## src/rtl/reg_dump_pkg.sv

```systemverilog
// Shared types and default sizes for the register dump scanner.
// The defaults match a 32 x 32-bit register file with a 5-bit debug index.
package reg_dump_pkg;

    typedef enum logic [1:0] {
        IDLE,
        LOAD,
        SEND,
        DONE
    } dump_state_t;

    localparam int DEFAULT_NUM_REGS = 32;
    localparam int DEFAULT_SEL_W    = 5;
    localparam int DEFAULT_DATA_W   = 32;

endpackage

```

## src/rtl/dump_refresh_timer.sv

```systemverilog
// Idle-time counter that emits a one-cycle tick every CYCLES enabled cycles.
// When CYCLES is 0 the tick is tied low and the counter stays at zero.
module dump_refresh_timer #(
    parameter int CYCLES = 0
) (
    input  logic clk,
    input  logic rst,
    input  logic clear,
    input  logic enable,
    output logic tick
);

    localparam int CW = (CYCLES > 1) ? $clog2(CYCLES) : 1;
    localparam logic [CW-1:0] LAST = CW'((CYCLES > 0) ? CYCLES - 1 : 0);
    localparam logic ENABLED = (CYCLES > 0);

    logic [CW-1:0] count;

    always_ff @(posedge clk or posedge rst) begin
        if (rst) begin
            count <= '0;
        end else if (clear || (enable && count == LAST)) begin
            count <= '0;
        end else if (enable) begin
            count <= count + 1'b1;
        end
    end

    assign tick = ENABLED && enable && (count == LAST);

endmodule

```

## src/rtl/reg_dump_scanner.sv

```systemverilog
// Walks the register file debug port and streams (index, data) words over valid/ready.
// Dumps every register or one selected register, on a start pulse or a refresh timer.
module reg_dump_scanner
    import reg_dump_pkg::*;
#(
    parameter int NUM_REGS       = DEFAULT_NUM_REGS,
    parameter int SEL_W          = DEFAULT_SEL_W,
    parameter int DATA_W         = DEFAULT_DATA_W,
    parameter int REFRESH_CYCLES = 0
) (
    input  logic              clk,
    input  logic              rst,
    input  logic              start,
    input  logic              single,
    input  logic [SEL_W-1:0]  start_sel,
    output logic [SEL_W-1:0]  reg_sel,
    input  logic [DATA_W-1:0] reg_data,
    output logic              out_valid,
    input  logic              out_ready,
    output logic [SEL_W-1:0]  out_idx,
    output logic [DATA_W-1:0] out_data,
    output logic              out_last,
    output logic              busy,
    output logic              done
);

    localparam logic [SEL_W-1:0] LAST_IDX = SEL_W'(NUM_REGS - 1);

    dump_state_t      state;
    dump_state_t      state_next;
    logic             mode_single;
    logic [SEL_W-1:0] mode_sel;
    logic             refresh_tick;
    logic             launch;
    logic             handshake;

    assign busy      = (state != IDLE);
    assign done      = (state == DONE);
    assign out_valid = (state == SEND);
    assign launch    = (state == IDLE) && (start || refresh_tick);
    assign handshake = (state == SEND) && out_ready;

    // Counts only while idle; any start restarts the refresh period.
    dump_refresh_timer #(
        .CYCLES (REFRESH_CYCLES)
    ) u_refresh_timer (
        .clk    (clk),
        .rst    (rst),
        .clear  (busy || start),
        .enable (!busy),
        .tick   (refresh_tick)
    );

    always_ff @(posedge clk or posedge rst) begin
        if (rst) begin
            state <= IDLE;
        end else begin
            state <= state_next;
        end
    end

    always_comb begin
        state_next = state;
        case (state)
            IDLE: if (launch) state_next = LOAD;
            LOAD: state_next = SEND;
            SEND: if (handshake) state_next = out_last ? DONE : LOAD;
            DONE: state_next = IDLE;
            default: state_next = IDLE;
        endcase
    end

    // An explicit start replaces the remembered mode; a refresh tick reuses it.
    always_ff @(posedge clk or posedge rst) begin
        if (rst) begin
            mode_single <= 1'b0;
            mode_sel    <= '0;
            reg_sel     <= '0;
            out_idx     <= '0;
            out_data    <= '0;
            out_last    <= 1'b0;
        end else begin
            if (launch) begin
                if (start) begin
                    mode_single <= single;
                    mode_sel    <= start_sel;
                    reg_sel     <= single ? start_sel : '0;
                end else begin
                    reg_sel <= mode_single ? mode_sel : '0;
                end
            end
            if (state == LOAD) begin
                out_idx  <= reg_sel;
                out_data <= reg_data;
                out_last <= mode_single || (reg_sel == LAST_IDX);
            end
            if (handshake && !out_last) begin
                reg_sel <= reg_sel + 1'b1;
            end
        end
    end

endmodule

```

## config.mk

```make
export PLATFORM = sky130hd
export DESIGN_NAME = reg_dump_scanner
export DESIGN_NICKNAME = d
export VERILOG_FILES = /design/src/rtl/reg_dump_pkg.sv /design/src/rtl/dump_refresh_timer.sv /design/src/rtl/reg_dump_scanner.sv
export SDC_FILE = /design/constraint.sdc
export NUM_CORES = 1
export LEC_CHECK = 0
export BUFFER_PORTS_ARGS = -buffer_cell sky130_fd_sc_hd__buf_2
export CAP_MARGIN = 20
export CORE_UTILIZATION = 46
export CTS_CLUSTER_DIAMETER = 80
export DETAILED_ROUTE_END_ITERATION = 6
export GPL_TIMING_DRIVEN = 0
export PLACE_DENSITY = 0.81
export REMOVE_ABC_BUFFERS = 1
export SYNTH_ARGS = -nofsm -noshare
export SYNTH_HDL_FRONTEND = slang
export SYNTH_SLANG_ARGS = --single-unit
export TNS_END_PERCENT = 100
```

## constraint.sdc

```tcl
create_clock -name clk -period 1.8 [get_ports clk]
set_clock_uncertainty 0.2 [all_clocks]
set_input_delay 0.09 -clock clk [delete_from_list [all_inputs] [get_ports clk]]
set_output_delay 0.09 -clock clk [all_outputs]
set_load 0.005 [all_outputs]
```

==> results of run 1 <==
-- kinds of logic after synthesis --
logic type                 Yosys count  share of synthesized area [%]
and+or+nand+nor                     26                           7.25
muxes                               37                           26.4
AOI/OAI and AO/OA                   11                           3.94
DFF                                 46                           57.5
adders and majority gates            2                           1.25
buffers and inverters               10                           3.69
-- power by group --
part	switching (mW)	internal (mW)	leakage (nW)	total (mW)
registers	0.361	1.56	0.548	1.92
logic	0.818	1.36	0.985	2.18
clock network	0.317	0.415	0.0524	0.732
-- routing by layer --
metal | GRT usage (%) | vias to the layer above | wire length, um
li1 | - | 724 | -
met1 | 25.5 | 748 | 1950
met2 | 36.6 | 69 | 2330
met3 | 6.83 | 8 | 368
met4 | 7.55 | 0 | 59
met5 | 0 | - | 0
-- layout make-up --
type	instances	area, um2
Multi-Input combinational cell	76	790
Sequential cell	46	1150
Timing Repair Buffer	131	891
Tap cell	50	62.6
Clock inverter	1	30.0
Clock buffer	7	76.3
Fill cell	261	1070
Inverter	3	11.3
-- flip-flops by register name (all words and copies together) (netlist names) --
signal       flops
reg_sel          5
out_idx          5
state            2
mode_single      1
out_data        32
out_last         1
-- worst min-delay path, stage by stage --
cell	delay [ns]
buf_2	0.10
nor3b_2	0.18
nand2_1	0.08
nand2_1	0.04
-- layout by cell type, fill, tap and decap left out, types with 2 or more instances in the layout --
cell	netlist	final
ha_1	2	2
and3_1	3	3
clkbuf_8	0	5
dfrtp_1	46	46
buf_2	2	87
clkbuf_1	0	2
mux2_1	6	6
dlygate4sd3_1	0	40
a21oi_1	2	2
buf_4	1	2
a32oi_1	2	2
nand3_1	4	4
mux2_4	30	30
buf_12	0	2
nand2_1	10	10
inv_1	3	2
o21ai_1	2	2
-- stage by stage --
| step | power [mW] | setup WS, ns | setup TNS [ns] |
|---|---|---|---|
| after detailed placement | 3.95 | -0.111 | -2.11 |
| after floorplan | 3.22 | -0.765 | -28.12 |
| after global routing | 5.17 | 0.0254 | 0 |
| after global placement | 3.93 | -1.19 | -49.93 |
| after CTS | 4.78 | 0.0169 | 0 |
| final | 4.83 | 0.120 | 0 |
-- what timing repair did --
action                     4_1_cts  5_1_grt
hold buffers                    40        0
setup endpoints to repair       24        4
hold endpoints to repair        86        0
setup buffers                    0        2
resized for setup                1        1
-- path summary, 6_finish.rpt --
kind	start	to
max	reg_sel[0]	reg_sel[4]
max reg2reg	reg_sel[0]	reg_sel[4]
min reg2reg	out_idx[1]	out_idx[1]
min in group asynchronous	rst	out_data[18]
max in group asynchronous	rst	state[1]
min	start	mode_single
==> summary.txt, run 1 <==
Status
  – Run status: complete, no violations

Clock network
  – CTS tree: built
  – Clock-pin slew on the worst setup and hold paths: approximately 0.080 ns
  – CTS buffer count: 5
  – Clock root cell: clkbuf_8
  – Clock tree sinks: 46
  – CTS Buffer Depth: 2
  – Clock Latency Late Sink: between 0.2 and 0.3 ns
  – # H-tree levels: 2

Logic synthesis
  – Synth async-reset ratio: 100%
  – Dominant cell type by area after synthesis: dfrtp_1
  – Post-synth top area share: roughly 57%
  – Count of cell types in the netlist: 29
  – Synth warn: 0
  – Synth top cells by count: dfrtp_1, mux2_4, nand2_1
  – Avg Inst Size Synth: 15.2 um2
  – Top-count cell post-synth: dfrtp_1
  – Cell area after synthesis: ~0.002 mm2
  – Synth area leaders: dfrtp_1, mux2_4, mux2_1, buf_6, nand2_1
  – Cells after Synth: 132
  – Sequential cell area fraction in the yosys report: between 50% and 60%
  – Main synth FF type: dfrtp_1
  – Synth Register Bits: 46
  – EDFF count, synth: 0

Routing
  – Average routed wire per standard cell: 15.0 um
  – Detailed-route DRC error count: 0
  – DRT Pass-1 Iters: 4
  – Starting DRT DRC Count: between 60 and 70
  – Vias/cell: between 4 and 5
  – Antenna-violating nets left: 0
  – Final wirelength: 4700 um
  – Via Count: approximately 1500

STA
  – WHS: about 0.038 ns
  – Period utilisation layout: a little over 90%
  – Max-slew headroom: 72.1%
  – Setup-failing EPs final: 0
  – Min Tclk post-route: 1.68 ns
  – Least-Margin Pin Slew: between 0.4 and 0.5 ns
  – F_max: 595 MHz
  – RSZ-0062 raised after global routing: no
  – Fin. Hold Viols: 0
  – Slew Limit Fails: 0

GRT
  – First-pass GRT wire length: a little over 7000 um
  – Total grt overflow: 0
  – Gr usage total: between 20 and 25%
  – Pin count of the biggest net entering global routing: 29
  – Vias in the first global route: between 1500 and 2000
  – Initial antenna violation count: 0

Cells and area
  – Layout Nets: 307
  – Layout Cells excl Fill: about 310
  – Share of layout cells above drive strength 1: 50.4%
  – Finished Cell Area: 0.00301 mm2
  – Area added between synthesis and finish: 50.4%
  – Fin util: 73.7%
  – Diode count: 0

Setup path
  – Slowest stage delay, CP: between 0.4 and 0.5 ns
  – Reg2Reg Depth: 5
  – CP delay by family, top: adder cells
  – Most Frequent Cell on Critical Path: ha_1
  – Buf/Inv on CP: 0
  – Crit path depth: 5
  – Worst EP arrival: 1.67 ns
  – R2R Setup Slk: between 0.1 and 0.15 ns
  – Critical path class: flip-flop to flip-flop
  – Slowest CP cell: dfrtp_1
  – WP data required: about 1.8 ns
  – Critical Path Sink Type: flip-flop
  – Maximum fanout along the worst path: 6
  – Startpoint Class: flip-flop
  – Critical path cell sequence: ha_1 > and3_1 > ha_1 > a32oi_1 > nand2_1

Place
  – HPWL after detailed placement: between 2000 and 3000 um
  – Port Buffers: between 80 and 90
  – Placed insts: 264
  – Placed cell area: 0.00248 mm2
  – Placer Congestion: 0.744

Hold path
  – Hold Crit Class: primary input to flip-flop
  – Worst hold path depth: 4

Pwr
  – Peak supply drop: ~0.00077 V
  – Pleak: around 1.6 nW
  – PD cells: between 1500 and 2000 mW/mm2

Floorplanning
  – Starting Density: between 40% and 50%
  – Die footprint: around 0.0046 mm2
  – Die height: ~70 um
  – Total I/O pin count: roughly 90
  – Core Box Area: slightly above 0.004 mm2
  – # rows: 23
  – Die X-Extent: about 68 um

Run
  – Max-cap violations: 0
Note: power is estimated with default switching activity, not from simulation.
==> run 2: changes to the inputs <==
==> constraint.sdc (replaced) <==
create_clock -name clk -period 1.8 [get_ports clk]
set_clock_uncertainty 0.2 [all_clocks]
set_input_delay 0.27 -clock clk [delete_from_list [all_inputs] [get_ports clk]]
set_output_delay 0.27 -clock clk [all_outputs]
set_load 0.005 [all_outputs]
==> summary.txt, run 2 (synthesized netlist as in run 1, its figures left out) <==
Floorplanning
  – Starting Density: 49.0% (unchanged)
  – # rows: 23 (unchanged)
  – Core Box Area: 0.00409 mm2 (unchanged)
  – Total I/O pin count: 88 (unchanged)
  – Die height: 68.0 um (unchanged)
  – Die footprint: 0.00462 mm2 (unchanged)
  – Die X-Extent: 68.0 um (unchanged)

Clock network
  – CTS buffer count: 5 (unchanged)
  – Clock root cell: clkbuf_8 (unchanged)
  – CTS Buffer Depth: 2 (unchanged)
  – CTS tree: built (unchanged)
  – Clock Latency Late Sink: 0.29 ns (about the same)
  – Clock tree sinks: 46 (unchanged)
  – # H-tree levels: 2 (unchanged)
  – Clock-pin slew on the worst setup and hold paths: 0.08 ns (about the same)

Pwr
  – Logic pwr share: 44.5% (was 45.1%)
  – Final Total Pwr: 4.74 mW (was 4.83 mW)
  – Pleak: 1.48 nW (was 1.59 nW)
  – Switch Pwr: 1.44 mW (was 1.50 mW)
  – Peak supply drop: 0.000885 V (was 0.000767 V)
  – PD cells: 1720 mW/mm2 (was 1600 mW/mm2)
  – P_int: 3.30 mW (was 3.33 mW)
  – Clock Power Share: 15.4% (was 15.2%)
  – Sequential share of power: 40.1% (was 39.8%)
  – Sw Share: 30.5% (was 31.0%)

STA
  – F_max: 599 MHz (was 595 MHz)
  – Slew Limit Fails: 0 (unchanged)
  – Fin. Hold Viols: 0 (unchanged)
  – RSZ-0062 raised after global routing: no (unchanged)
  – Setup-failing EPs final: 0 (unchanged)
  – Final WS setup: 0.129 ns (was 0.120 ns)
  – Period utilisation layout: 92.8% (was 93.3%)
  – Least-Margin Pin Slew: 0.407 ns (was 0.417 ns)
  – Min Tclk post-route: 1.67 ns (was 1.68 ns)
  – Max-slew headroom: 72.8% (was 72.1%)

Setup path
  – Slowest CP cell: dfrtp_1 (unchanged)
  – CP delay by family, top: flip-flops (was adder cells)
  – Startpoint Class: flip-flop (unchanged)
  – Maximum fanout along the worst path: 8 (was 6)
  – R2R Setup Slk: 0.14 ns (was 0.12 ns)
  – Slowest stage delay, CP: 0.47 ns (was 0.45 ns)
  – Critical path cell sequence: or2_2 > buf_2 (was ha_1 > and3_1 > ha_1 > a32oi_1 > nand2_1)
  – Critical Path Sink Type: primary output (was flip-flop)
  – WP data required: 1.33 ns (was 1.79 ns)
  – Critical path class: flip-flop to primary output (was flip-flop to flip-flop)
  – Worst EP arrival: 1.20 ns (was 1.67 ns)
  – Buf/Inv on CP: 1 (was 0)

Routing
  – Vias/cell: 4.98 (was 4.93)
  – Average routed wire per standard cell: 14.0 um (was 15.0 um)
  – Via Count: 1435 (was 1549)
  – Detailed-route DRC error count: 0 (unchanged)
  – Antenna-violating nets left: 0 (unchanged)
  – DRT Pass-1 Iters: 4 (unchanged)
  – Final wirelength: 4030 um (was 4700 um)
  – Starting DRT DRC Count: 106 (was 69)

Cells and area
  – Area added between synthesis and finish: 37.4% (was 50.4%)
  – Layout Nets: 281 (was 307)
  – Commonest non-fill, non-tap cell in the layout: buf_2 (unchanged)
  – Max reg flops: 32 (unchanged)
  – Fillers: 302 (was 261)
  – Diode count: 0 (unchanged)
  – Share of layout cells above drive strength 1: 55.9% (was 50.4%)
  – Top flop regs: out_data: 32 flops, out_idx: 5 flops, reg_sel: 5 flops (unchanged)
  – Fin util: 67.3% (was 73.7%)
  – Commonest cells after routing, fill and taps aside: buf_2, dfrtp_1, mux2_4, dlygate4sd3_1, nand2_1 (was buf_2, dfrtp_1, dlygate4sd3_1, mux2_4, nand2_1)
  – Reg with most FFs: out_data (unchanged)
  – Layout Cells excl Fill: 288 (was 314)

Place
  – Pre-CTS setup slack: -0.111 ns (unchanged)
  – Placer Congestion: 0.744 (unchanged)
  – Placed insts: 264 (unchanged)
  – HPWL after detailed placement: 2610 um (unchanged)
  – Port Buffers: 87 (unchanged)

GRT
  – Initial antenna violation count: 0 (unchanged)
  – First-pass GRT wire length: 5920 um (was 7180 um)
  – Total grt overflow: 0 (unchanged)
  – Pin count of the biggest net entering global routing: 29 (unchanged)
  – Vias in the first global route: 1259 (was 1501)
  – Gr usage total: 17.4% (was 21.6%)

Hold path
  – Hold Crit Class: primary input to flip-flop (unchanged)

Run
  – Max-cap violations: 0 (unchanged)

Status
  – Run status: complete, no violations (unchanged)
==> run 2: area by class of cell <==
cell class                      instances  area (um2)  share of cell area, %
Clock buffer                            7        76.3                   2.77
Clock inverter                          1        30.0                   1.09
Inverter                                3        11.3                  0.409
Multi-Input combinational cell         76         790                   28.7
Sequential cell                        46        1150                   41.8
Tap cell                               50        62.6                   2.27
Timing Repair Buffer                  105         631                   22.9
==> run 2: per-layer routing <==
metal | track usage (%) | wire [um] | vias to the layer above
li1 | - | - | 671
met1 | 21.6 | 1770 | 685
met2 | 27.5 | 1850 | 73
met3 | 6.33 | 362 | 6
met4 | 7.03 | 41 | 0
met5 | 0 | 0 | -
==> run 2: power by group through the flow <==
stage | registers, mW | logic (mW) | clock network, mW
after floorplan | 1.92 | 1.30 | 0
after global placement | 1.87 | 2.06 | 0
after detailed placement | 1.90 | 2.05 | 0
after CTS | 1.89 | 2.09 | 0.757
after global routing | 1.98 | 2.30 | 0.805
final | 1.90 | 2.11 | 0.732
==> run 2: worst paths after layout <==
kind / from / end / cells after the start
max in group asynchronous: rst / mode_single / 4
setup / recovery: state[0] / busy / 2
hold reg to reg: out_data[30] / out_data[30] / 1
setup reg to reg: reg_sel[0] / reg_sel[4] / 5
hold / removal: reg_data[18] / out_data[18] / 2
min in group asynchronous: rst / out_data[6] / 3
==> run 2: stage by stage <==
step	hold WS, ns	cell area, um2	TNS (ns)
2_1_floorplan	0.175	1940	-28.12
3_3_place_gp	0.264	2440	-58.21
3_5_place_dp	0.0849	2480	-2.11
4_1_cts	0.000657	2710	0
5_1_grt	0.000616	2750	0
6_report	0.0125	2750	0
==> run 2: repair_timing <==
action	4_1_cts	5_1_grt
pin swaps	0	0
cloned	0	0
setup buffers	0	2
resized for setup	1	1
setup endpoints to repair	24	4
endpoints found under the hold margin	29	2
hold buffers	12	2
==> run 3: changes to the inputs <==
--- a/config.mk
+++ b/config.mk
@@ -11,6 +11,7 @@
 export CTS_CLUSTER_DIAMETER = 80
 export DETAILED_ROUTE_END_ITERATION = 6
 export GPL_TIMING_DRIVEN = 0
+export HOLD_SLACK_MARGIN = 0.06
 export PLACE_DENSITY = 0.81
 export REMOVE_ABC_BUFFERS = 1
 export SYNTH_ARGS = -nofsm -noshare
==> summary.txt, run 3 (synthesized netlist as in run 1, its figures left out) <==
Pwr
  – Pleak: 1.58 nW (was 1.48 nW)
  – PD cells: 1610 mW/mm2 (was 1720 mW/mm2)
  – Peak supply drop: 0.000762 V (was 0.000885 V)

STA
  – Period utilisation layout: 93.7% (was 92.8%)
  – Max-slew headroom: 72.3% (was 72.8%)
  – Min Tclk post-route: 1.69 ns (was 1.67 ns)
  – F_max: 593 MHz (was 599 MHz)
  – RSZ-0062 raised after global routing: no (unchanged)
  – Setup-failing EPs final: 0 (unchanged)
  – WHS: 0.118 ns (was 0.0125 ns)
  – Slew Limit Fails: 0 (unchanged)
  – Fin. Hold Viols: 0 (unchanged)
  – Setup TNS: 0 ns (unchanged)
  – Least-Margin Pin Slew: 0.415 ns (was 0.407 ns)

Clock network
  – # H-tree levels: 2 (unchanged)
  – CTS Buffer Depth: 2 (unchanged)
  – Clock Latency Late Sink: 0.29 ns (about the same)
  – CTS tree: built (unchanged)
  – CTS buffer count: 5 (unchanged)
  – Clock-pin slew on the worst setup and hold paths: 0.08 ns (about the same)
  – Clock tree sinks: 46 (unchanged)
  – Clock root cell: clkbuf_8 (unchanged)

Run
  – Max-cap violations: 0 (unchanged)

Setup path
  – Startpoint Class: flip-flop (unchanged)
  – Buf/Inv on CP: 1 (unchanged)
  – CP delay by family, top: flip-flops (unchanged)
  – Worst EP arrival: 1.22 ns (was 1.20 ns)
  – CP Launch Point: state[0] (unchanged)
  – Maximum fanout along the worst path: 8 (unchanged)
  – Slowest CP cell: dfrtp_1 (unchanged)
  – Critical Path Sink Type: primary output (unchanged)
  – Critical path cell sequence: or2_2 > buf_2 (unchanged)
  – Slowest stage delay, CP: 0.47 ns (about the same)
  – Worst r2r src: reg_sel[0] (unchanged)
  – WP data required: 1.33 ns (about the same)
  – Critical path class: flip-flop to primary output (unchanged)

Status
  – Run status: complete, no violations (unchanged)

GRT
  – Gr usage total: 21.2% (was 17.4%)
  – Vias in the first global route: 1472 (was 1259)
  – First-pass GRT wire length: 7070 um (was 5920 um)
  – Total grt overflow: 0 (unchanged)
  – Pin count of the biggest net entering global routing: 29 (unchanged)
  – Initial antenna violation count: 0 (unchanged)

Floorplanning
  – Starting Density: 49.0% (unchanged)
  – Core Box Area: 0.00409 mm2 (unchanged)
  – Total I/O pin count: 88 (unchanged)
  – Die footprint: 0.00462 mm2 (unchanged)
  – # rows: 23 (unchanged)
  – Die X-Extent: 68.0 um (unchanged)
  – Die height: 68.0 um (unchanged)

Routing
  – DRT Pass-1 Iters: 4 (unchanged)
  – Detailed-route DRC error count: 0 (unchanged)
  – Average routed wire per standard cell: 14.9 um (was 14.0 um)
  – Final wirelength: 4640 um (was 4030 um)
  – Antenna-violating nets left: 0 (unchanged)
  – Vias/cell: 4.94 (was 4.98)
  – Starting DRT DRC Count: 68 (was 106)
  – Via Count: 1542 (was 1435)

Cells and area
  – Commonest cells after routing, fill and taps aside: buf_2, dfrtp_1, dlygate4sd3_1, mux2_4, nand2_1 (was buf_2, dfrtp_1, mux2_4, dlygate4sd3_1, nand2_1)
  – Layout Cells excl Fill: 312 (was 288)
  – Fin util: 73.2% (was 67.3%)
  – Commonest non-fill, non-tap cell in the layout: buf_2 (unchanged)
  – Fillers: 263 (was 302)
  – Share of layout cells above drive strength 1: 50.8% (was 55.9%)
  – Top flop regs: out_data: 32 flops, out_idx: 5 flops, reg_sel: 5 flops (unchanged)
  – Max reg flops: 32 (unchanged)
  – Area of the multi-input gates: 790 um2 (unchanged)
  – Area added between synthesis and finish: 49.4% (was 37.4%)
  – Layout Nets: 305 (was 281)
  – Register area: 0.00115 mm2 (unchanged)
  – Finished Cell Area: 0.00299 mm2 (was 0.00275 mm2)
  – Reg with most FFs: out_data (unchanged)
  – Diode count: 0 (unchanged)

Place
  – Port Buffers: 87 (unchanged)
  – Placer Congestion: 0.744 (unchanged)
  – Placed insts: 264 (unchanged)
  – HPWL after detailed placement: 2610 um (unchanged)
  – Placed cell area: 0.00248 mm2 (unchanged)

Hold path
  – Hold Crit Class: primary input to flip-flop (unchanged)
  – Hold Startpoint: start_sel[2] (was reg_data[18])
run 3: cell count changes in the layout (fill, tap and decap cells not counted), sizes merged:
cell,before,now
dlygate4sd3,14,38
run 3: layout make-up:
cell class                      count  area share [%]
Sequential cell                    46            38.5
Multi-Input combinational cell     76            26.4
Clock inverter                      1            1.00
Timing Repair Buffer              129            29.1
Clock buffer                        7            2.55
Inverter                            3           0.376
Tap cell                           50            2.09
run 3: worst reg2reg max path: stages (launching register included):
cell and delay [ns]:
dfrtp_1 0.44, ha_1 0.24, and3_1 0.19, ha_1 0.26, a32oi_1 0.15, nand2_1 0.07
run 3: routing by layer:
metal | vias to the layer above | routed length (um) | GRT usage, %
met2 | 72 | 2270 | 35.5
met3 | 8 | 381 | 6.83
met4 | 0 | 59 | 7.55
met5 | - | 0 | 0
li1 | 719 | - | -
met1 | 743 | 1920 | 25.5
run 3: report_power, final:
part	switching, mW	internal, mW	total (mW)
Sequential	0.362	1.56	1.92
Combinational	0.815	1.35	2.17
Clock	0.316	0.415	0.731
Total	1.49	3.33	4.82
run 3: what timing repair did:
action,CTS,global route
resized for setup,1,1
hold buffers,38,0
setup endpoints to repair,24,4
hold endpoints to repair,55,0
setup buffers,0,2
run 3: worst paths after layout:
| kind | end | slack (ns) | cells past startpoint |
|---|---|---|---|
| worst max-delay path | busy | 0.11 | 2 |
| worst min-delay path | reg_sel[2] | 0.12 | 3 |
| worst min register to register | mode_single | 0.29 | 2 |
| min in group asynchronous | out_data[18] | 0.32 | 3 |
| max in group asynchronous | state[1] | 0.60 | 4 |
| worst max register to register | reg_sel[4] | 0.14 | 5 |
run 3: per-stage QoR:
step	setup WS, ns	power (mW)
after floorplan	-0.765	3.22
after global placement	-1.19	3.93
after detailed placement	-0.111	3.95
after CTS	0.0169	4.78
after global routing	0.0375	5.17
final	0.113	4.82
